<file path="src/rtl/shape_pkg.sv">
// Shared board/shape types and constants for the move/lock/clear path.
package shape_pkg;

    localparam int BOARD_ROWS = 20;
    localparam int BOARD_COLS = 10;

    typedef struct packed {
        logic [2:0] kind;
        logic [1:0] rot;
        logic [4:0] shapeRowPos;
        logic [3:0] shapeColPos;
    } shapeStruct;

    typedef logic [BOARD_ROWS-1:0][BOARD_COLS-1:0] board_t;

    // Points per pass indexed by min(lines, 4).
    localparam logic [4:0][10:0] SCORE_TBL = {11'd1200, 11'd300, 11'd100, 11'd40, 11'd0};

    typedef enum logic [1:0] {
        IDLE,
        SCAN,
        SHIFT,
        DONE
    } line_clear_state_t;

endpackage

</file>
<file path="src/rtl/board_collapse.sv">
// Combinational row removal: drops board[row], pulls every higher row down one, zero-fills the top.
module board_collapse #(
    parameter int ROWS  = 20,
    parameter int COLS  = 10,
    parameter int ROW_W = $clog2(ROWS)
) (
    input  logic [ROWS-1:0][COLS-1:0] board,
    input  logic [ROW_W-1:0]          row,
    output logic [ROWS-1:0][COLS-1:0] collapsed
);

    always_comb begin
        collapsed = '0;
        for (int i = 0; i < ROWS - 1; i++) begin
            collapsed[i] = (i >= int'(row)) ? board[i+1] : board[i];
        end
    end

endmodule

</file>
<file path="src/rtl/line_clear.sv">
// Bottom-up full-row scanner/collapser for the locked board.
// Optional LINE_CLEAR_SCORE_EN adds a saturating 20-bit score output.
module line_clear
    import shape_pkg::*;
#(
    parameter int ROWS  = BOARD_ROWS,
    parameter int COLS  = BOARD_COLS,
    parameter int CNT_W = $clog2(ROWS + 1)
) (
    input  logic                      clk,
    input  logic                      reset,
    input  logic                      start,
    input  logic [ROWS-1:0][COLS-1:0] screen,
    output logic                      busy,
    output logic                      done,
    output logic [ROWS-1:0][COLS-1:0] outputScreen,
    output logic [CNT_W-1:0]          linesCleared,
`ifdef LINE_CLEAR_SCORE_EN
    output logic [19:0]               score,
`endif
    output logic [15:0]               totalLines
);

    localparam int ROW_W = $clog2(ROWS);
    localparam logic [ROW_W-1:0] LAST_ROW = ROW_W'(ROWS - 1);

    line_clear_state_t state, state_next;

    logic [ROWS-1:0][COLS-1:0] board;
    logic [ROWS-1:0][COLS-1:0] collapsed;
    logic [ROW_W-1:0]          row;
    logic [CNT_W-1:0]          count;
    logic                      row_full;

    function automatic logic [15:0] sat16(input logic [15:0] acc, input logic [CNT_W-1:0] add);
        logic [16:0] sum;
        sum = {1'b0, acc} + 17'(add);
        return sum[16] ? 16'hFFFF : sum[15:0];
    endfunction

`ifdef LINE_CLEAR_SCORE_EN
    function automatic logic [19:0] sat20(input logic [19:0] acc, input logic [10:0] add);
        logic [20:0] sum;
        sum = {1'b0, acc} + 21'(add);
        return sum[20] ? 20'hFFFFF : sum[19:0];
    endfunction

    function automatic logic [10:0] pass_points(input logic [CNT_W-1:0] n);
        logic [2:0] idx;
        idx = (n > CNT_W'(4)) ? 3'd4 : n[2:0];
        return SCORE_TBL[idx];
    endfunction
`endif

    assign row_full = &board[row];

    board_collapse #(
        .ROWS (ROWS),
        .COLS (COLS),
        .ROW_W(ROW_W)
    ) u_collapse (
        .board    (board),
        .row      (row),
        .collapsed(collapsed)
    );

    always_ff @(posedge clk) begin
        if (reset) state <= IDLE;
        else       state <= state_next;
    end

    always_comb begin
        state_next = state;
        case (state)
            IDLE:  if (start) state_next = SCAN;
            SCAN: begin
                if (row_full)             state_next = SHIFT;
                else if (row == LAST_ROW) state_next = DONE;
            end
            // Rescan the same row afterwards so stacked full rows are caught.
            SHIFT: state_next = SCAN;
            DONE:  state_next = IDLE;
            default: state_next = IDLE;
        endcase
    end

    always_ff @(posedge clk) begin
        if (reset) begin
            board        <= '0;
            row          <= '0;
            count        <= '0;
            busy         <= 1'b0;
            done         <= 1'b0;
            outputScreen <= '0;
            linesCleared <= '0;
            totalLines   <= '0;
`ifdef LINE_CLEAR_SCORE_EN
            score        <= '0;
`endif
        end else begin
            done <= 1'b0;
            case (state)
                IDLE: begin
                    if (start) begin
                        board <= screen;
                        row   <= '0;
                        count <= '0;
                        busy  <= 1'b1;
                    end
                end
                SCAN: begin
                    if (!row_full && row != LAST_ROW) row <= row + ROW_W'(1);
                end
                SHIFT: begin
                    board <= collapsed;
                    count <= count + CNT_W'(1);
                end
                DONE: begin
                    outputScreen <= board;
                    linesCleared <= count;
                    totalLines   <= sat16(totalLines, count);
`ifdef LINE_CLEAR_SCORE_EN
                    score        <= sat20(score, pass_points(count));
`endif
                    done         <= 1'b1;
                    busy         <= 1'b0;
                end
                default: ;
            endcase
        end
    end

endmodule

</file>
<file path="config.mk">
export PLATFORM = sky130hd
export DESIGN_NAME = line_clear
export DESIGN_NICKNAME = d
export VERILOG_FILES = /design/src/rtl/shape_pkg.sv /design/src/rtl/board_collapse.sv /design/src/rtl/line_clear.sv
export SDC_FILE = /design/constraint.sdc
export NUM_CORES = 1
export LEC_CHECK = 0
export ABC_AREA = 1
export BUFFER_PORTS_ARGS = -buffer_cell sky130_fd_sc_hd__buf_2
export CELL_PAD_IN_SITES_DETAIL_PLACEMENT = 2
export CELL_PAD_IN_SITES_GLOBAL_PLACEMENT = 2
export CORE_AREA = 2 2 181 360
export DETAILED_ROUTE_END_ITERATION = 12
export DIE_AREA = 0 0 183 362
export PLACE_DENSITY = 0.76
export SETUP_SLACK_MARGIN = 0.3
export SLEW_MARGIN = 25
export SYNTH_ARGS = -nofsm -noshare
export SYNTH_HDL_FRONTEND = slang
export SYNTH_SLANG_ARGS = --single-unit
export TNS_END_PERCENT = 10
</file>
<file path="constraint.sdc">
create_clock -name clk -period 2.3 [get_ports clk]
set_input_delay 0.23 -clock clk [delete_from_list [all_inputs] [get_ports clk]]
set_output_delay 0.23 -clock clk [all_outputs]
set_load 0.01 [all_outputs]
</file>
==> results of run 1 <==
==> kinds of logic after synthesis <==
family                   Yosys count  share of synthesized area
XOR/XNOR                          10                    0.00466
buffers and inverters            413                     0.0848
adder cells (fa/ha/maj)           10                    0.00705
AO/OA/AOI/OAI                    865                      0.246
AND/OR/NAND/NOR                  919                      0.194
flip-flops                       435                      0.463
==> worst max-delay path, stage by stage (launching register included) <==
cell and delay, ns:
dfxtp_4 0.43, buf_16 0.18, o211ai_1 0.44, nand4_1 0.27, nand2_1 0.15, nand3_1 0.10, nand2_2 0.10, nor2_4 0.06
nand2_2 0.08, nand3_4 0.13, nand2_4 0.13, nand2_1 0.08, a21oi_2 0.14
==> synth_stat cells <==
library cell  count
nand2_1         642
o21ai_0         446
dfxtp_1         435
a21oi_1         197
a31oi_1         195
inv_1           192
clkbuf_1        184
nor2_1          153
nand3_1          96
buf_2            24
o211ai_1         19
nand4_1          14
ha_1              9
xor2_1            6
buf_4             4
clkinv_1          4
nor3_1            4
o22ai_1           4
xnor2_1           4
buf_1             3
nor2_2            3
or2_2             3
inv_2             2
nand2_2           2
o21ai_1           2
and3_1            1
fa_1              1
nand3_4           1
o221ai_1          1
o31ai_1           1
==> power breakdown <==
group | switching (mW) | internal [mW] | leakage, nW | total, mW
combinational | 3.49 | 2.20 | 7.86 | 5.69
clock | 3.33 | 4.47 | 0.739 | 7.81
sequential | 0.713 | 8.20 | 3.56 | 8.91
==> layer usage <==
metal / part of all wire / vias to the layer above / global-route usage
met5: 0 / - / 0
met4: 0.075 / 0 / 0.215
met3: 0.040 / 307 / 0.0399
met2: 0.53 / 758 / 0.589
met1: 0.36 / 11000 / 0.316
li1: - / 10100 / -
==> stage by stage <==
step	TNS (ns)	utilization	cell area, um2
2_1_floorplan	0	-	18800
3_3_place_gp	-1.85	0.349	22200
3_5_place_dp	-1.96	0.349	22200
4_1_cts	-0.0122	0.420	26700
5_1_grt	-0.951	0.432	27500
6_report	-0.311	0.432	27500
==> registers in the layout, indices dropped and copies added (netlist names) <==
register / flops
state: 2
outputScreen: 200
done: 1
board: 200
count: 5
totalLines: 16
linesCleared: 5
row: 5
busy: 1
==> cells in the final DEF, fill, tap and decap left out, types with 23 or more instances in the layout <==
cell           count
nor2_1           136
inv_1            177
buf_2            425
dfxtp_1          426
o21ai_1           49
buf_12            23
nand2_2           45
o21ai_2           31
dlygate4sd3_1    200
a21oi_1          187
nand3_2           30
clkbuf_16         49
a31oi_1          192
o21ai_0          367
nand2_1          593
nand3_1           62
buf_4             86
==> layout make-up <==
cell class | instances | area (um2) | area share
Antenna cell | 2 | 5.00 | 0.000182
Clock buffer | 67 | 1340 | 0.0488
Clock inverter | 11 | 169 | 0.00615
Inverter | 198 | 808 | 0.0294
Multi-Input combinational cell | 1804 | 9300 | 0.338
Sequential cell | 435 | 8730 | 0.318
Tap cell | 798 | 998 | 0.0363
Timing Repair Buffer | 780 | 6110 | 0.222
Timing Repair inverter | 3 | 22.5 | 0.000819
==> path summary, 6_finish.rpt <==
path	end	slack (ns)	cells past startpoint
setup / recovery	row[2]	-0.06	12
hold / removal	board[193]	0.24	3
setup reg to reg	row[2]	-0.06	12
hold reg to reg	outputScreen[169]	0.48	2
==> what timing repair did <==
action | CTS | global route
pin swaps | 40 | 53
setup buffers | 21 | 8
endpoints found under the setup margin | 147 | 160
cloned | 12 | 7
endpoints found under the hold margin | 197 | 3
hold buffers | 197 | 3
gates resized for setup | 171 | 192
==> qor.csv, run 1 <==
metric,value,unit
cp_max_fo,7,
place.port_buffers,425,
post_drt_wl_per_cell,26.5,um
via_per_inst,5.41,
endpoint_kind,flop,
yosysWarnings,0,
p_leak,12.2,nW
required,2.80,ns
min-delay-path-class,in2reg,
drt_iter0_drc,987,
cts.htree.levels,2,
nNetsFinal,3479,
violations,negative setup slack,
skew,0.0184,ns
rsz0062_at_grt,yes,
core_area,63600,um2
cts_buffers,44,
dieArea,66200,um2
synth_cell_types,30,
num_rows,131,
area_delta_synth_final,46.2,%
root_buffer,clkbuf_16,
dpl.hpwl,70900,um
critPathKind,reg2reg,
first_pass_iters,5,
max_cap_viol_count,0,
fin_total_pwr,22.4,mW
syn_area,18800,um2
r2r-start,row[0],
grt_use_total,0.313,
yosysTopAreaCellShare,0.463,
yosysSeqAreaShare,0.463,
cts_sinks,435,
cts.path.max_buffers,3,
synth.avg_cell_area,7.09,um2
grt_pass1_wl,157000,um
syn_inst,2652,
routed_wl,108000,um
vias,22200,
setup_violations,8,
grt_max_degree,194,
die_width,183,um
min_from,reset,
start_util,0.296,
drtAntennaViolNets,0,
die_y,362,um
crit_start,row[0],
start_kind,flop,
antenna_found_initial,2,
status,"finished, violations left",
finalNonFillerCells,4098,
grt_pass1_vias,24900,
n_fill_cell,7148,
gp_congestion,0.894,
layout-drive-gt1-share,0.257,
tritoncts,done,
maxSlewViolCount,0,
clk_pin_slew,0.07,ns
setup_slack,-0.0614,ns
power_density,815,nW/um2
layout_min_cycle_time,2.36,ns
dp_slack,-0.349,ns
yosys.area.top_type,dfxtp_1,
synth_area_leaders,"dfxtp_1 46%, nand2_1 13%, o21ai_0 12%",
drc,0,
whs,0.237,ns
ys_ff_latch,435,
worstMarginPinSlew,1.37,ns
critPathArrivalTime,2.86,ns
ir_drop,0.469,mV
grt_overflow,0,
clock_latency,0.58,ns
max_slew_margin,0.0855,
finalHoldViolCount,0,
placed_cells,3770,
max_freq,423,MHz
boundaryPins,426,
synth_nets,2865,
timing.final.crit_share,1.03,
Note: power is estimated with default switching activity, not from simulation.
==> inputs of run 2 (changes only) <==
- ABC_AREA: 1 -> not set
- CORE_AREA: 2 2 181 360 -> 2 2 178 354
- DIE_AREA: 0 0 183 362 -> 0 0 180 356
- SETUP_SLACK_MARGIN: 0.3 -> not set
- SKIP_LAST_GASP: not set -> 1
==> run 2 against run 1 <==
  * The run still ends with negative setup slack left
  * Synthesized cell count is 8.3% lower
  * Non-clock buffer count increased by 120
  * Die area fell by 3.3%
  * First-iteration DRC count grew 31%
  * Global-route usage grew 0.49 points
  * Largest power group unchanged
  * Highest routed layer is now met5
==> qor.csv, run 2 <==
metric,value,unit,change
clock_latency,0.58,ns,about the same
synth.avg_cell_area,7.75,um2,+9.3%
synth_cell_types,63,,+110%
max_cap_viol_count,0,,unchanged
synth_top_family_by_area,simple AND/OR/NAND/NOR gates,,
synth_ff_type,dfxtp_1,,
endpoint_kind,flop,,
timing.final.crit_share,1.13,,+0.100
syn_inst,2433,,-8.3%
synth_area_leaders,"dfxtp_1 46%, nand2_1 16%, a311oi_1 8.5%",,
cp_slowest_cell,dfxtp_4,,
max_stage_delay,0.38,ns,-0.06 ns
dpl.hpwl,70100,um,-1.2%
layout_min_cycle_time,2.59,ns,+0.231 ns
drt_iter0_drc,1294,,+31%
yosysSeqAreaShare,0.462,,-0.00144
yosysTopAreaCellShare,0.462,,-0.00144
grt_overflow,0,,unchanged
fin_total_pwr,18.8,mW,-16%
dp_slack,-0.559,ns,-0.210 ns
critPathKind,reg2reg,,
rsz0062_at_grt,yes,,
grt_pass1_wl,158000,um,+0.83%
routed_wl,106000,um,-2.5%
vias,21900,,-0.96%
cts_buffers,43,,-2.3%
area_delta_synth_final,46.3,%,about the same
mostFrequentLayoutCells,"814 x nand2_1, 432 x dfxtp_1, 424 x buf_2, 251 x a21oi_1, 234 x nor2_1",,
root_buffer,clkbuf_16,,
max_freq,386,MHz,-8.9%
boundaryPins,426,,unchanged
r2r-start,row[2],,
nNetsFinal,3375,,-3.0%
largestRegisters,"board: 200 flops, outputScreen: 200 flops, totalLines: 16 flops",,
final_common_cell,nand2_1,,
start_kind,flop,,
cts.htree.levels,2,,unchanged
grt_max_degree,118,,-39%
grt_pass1_vias,24500,,-1.6%
core_area,61500,um2,-3.3%
multi_input_area,9610,um2,+3.4%
min_from,screen[95],,
status,"finished, violations left",,
layout-drive-gt1-share,0.272,,+0.0153
cts.path.max_buffers,3,,unchanged
start_util,0.307,,+0.0111
die_width,180,um,-1.6%
whs,0.0375,ns,-0.200 ns
finalHoldViolCount,0,,unchanged
setup_slack,-0.292,ns,-0.231 ns
violations,negative setup slack,,
p_leak,11.5,nW,-5.5%
skew,0.0238,ns,+0.00538 ns
synthAdderAreaFrac,0.00703,,-0.0000220
setup_violations,29,,+21
cp_cell_sequence,buf_12 -> buf_12 -> mux2_4 -> a221oi_2 -> o22ai_2 -> a221o_1 -> nand4_2 -> nor3_4 -> nor3_2 -> mux2_4,,
place.port_buffers,425,,unchanged
tritoncts,done,,
setup_tns,-2.93,ns,-2.62 ns
crit_start,row[2],,
synthMostInstantiatedCell,nand2_1,,
drtAntennaViolNets,0,,unchanged
seqCellArea,8720,um2,-0.17%
num_rows,129,,-1.5%
synth_nets,2646,,-7.6%
cts_sinks,435,,unchanged
syn_area,18900,um2,+0.31%
synth_compound_area_frac,0.205,,-0.0411
antenna_found_initial,6,,+4
grt_use_total,0.318,,+0.00486
yosys.area_share.xor_xnor,0.00511,,+0.000450
maxSlewViolCount,0,,unchanged
drc,0,,unchanged
max_slew_margin,0.570,,+0.485
first_pass_iters,5,,unchanged
n_fill_cell,6788,,-5.0%
yosys.area.top_type,dfxtp_1,,
synth_simple_gate_area_frac,0.233,,+0.0386
synth-async-reset-ratio,0,,unchanged
gp_congestion,0.882,,-1.4%
yosysWarnings,0,,unchanged
ir_drop,0.487,mV,+3.8%
required,2.76,ns,-0.04 ns
ys_ff_latch,435,,unchanged
clk_pin_slew,0.07,ns,about the same
synth-edff-count,0,,unchanged
min-delay-path-class,in2reg,,
die_y,356,um,-1.7%
post_drt_wl_per_cell,26.5,um,+0.29%
via_per_inst,5.51,,+1.9%
synth_commonest_cells,"815 x nand2_1, 435 x dfxtp_1, 251 x a21oi_1",,
dieArea,64100,um2,-3.3%
critPathArrivalTime,3.05,ns,+0.19 ns
synth.area.mux_share,0.0409,,+0.0409
worstMarginPinSlew,0.645,ns,-0.727 ns
cp_max_fo,12,,+5
power_density,681,nW/um2,-16%
## run 2: cell types whose count changed in the layout (fill, tap and decap cells not counted), sizes merged, moves of 13 or more
| cell | before | now |
|---|---|---|
| mux2i | 0 | 43 |
| inv | 192 | 6 |
| a22oi | 0 | 27 |
| nand2 | 644 | 815 |
| a31oi | 195 | 8 |
| a21oi | 197 | 251 |
| mux2 | 0 | 22 |
| o21ai | 448 | 13 |
| a311oi | 0 | 184 |
| buf | 574 | 710 |
| nor2 | 156 | 235 |
| nand3 | 97 | 17 |
| o22ai | 4 | 17 |
| a221oi | 0 | 13 |
## run 2: critical path: cells and delay by family (launching register included)
kind                   cells  cell delay, ns
AO/OA/AOI/OAI              3            0.80
multiplexers               2            0.63
AND/OR/NAND/NOR            3            0.42
buffers and inverters      2            0.26
flip-flops                 1            0.38
## run 2: layout make-up
type / instances / share of cell area
multi-input cells: 1778 / 0.348
flip-flops and latches: 435 / 0.316
repair buffers: 900 / 0.245
clock buffers: 63 / 0.0476
well taps: 786 / 0.0356
clock inverters: 13 / 0.00649
inverters: 4 / 0.000635
diodes: 5 / 0.000454
## run 2: cells by family after synthesis
family,count (synthesis)
and+or+nand+nor,1122
AOI/OAI and AO/OA,566
DFF,435
buffers and inverters,220
muxes,69
xor gates and xnor gates,11
adders and majority gates,10
## run 2: timing repair
item                                   CTS  global route
gates resized for setup                 48            30
cloned                                   0             1
pin swaps                               13            12
endpoints found under the hold margin  189             0
hold buffers                           189             0
setup endpoints to repair               67           119
setup buffers                            9             7
## run 2: worst paths after layout
path | end | slack (ns) | depth (start not counted)
max | row[0] | -0.29 | 10
max reg2reg | row[0] | -0.29 | 10
min reg2reg | outputScreen[146] | 0.46 | 2
min | board[95] | 0.04 | 3
## run 2: power breakdown
group / internal, mW / switching (mW) / leakage (nW)
Combinational: 1.29 / 1.45 / 7.20
Sequential: 7.84 / 0.449 / 3.55
Clock: 4.42 / 3.33 / 0.737
Total: 13.6 / 5.23 / 11.5
## run 2: stage by stage
stage / utilization / cells / area (um2)
3_5_place_dp: 0.384 / 3697 / 23600
6_report: 0.449 / 3984 / 27600
2_1_floorplan: - / 2433 / 18900
4_1_cts: 0.445 / 3971 / 27300
3_3_place_gp: 0.384 / 3697 / 23600
5_1_grt: 0.448 / 3981 / 27600
## run 2: layer usage
metal	up-vias	GRT usage	part of all wire
li1	9858	-	-
met1	11100	0.360	0.39
met3	217	0.0455	0.048
met4	4	0.140	0.048
met5	-	0	0.00024
met2	779	0.589	0.52
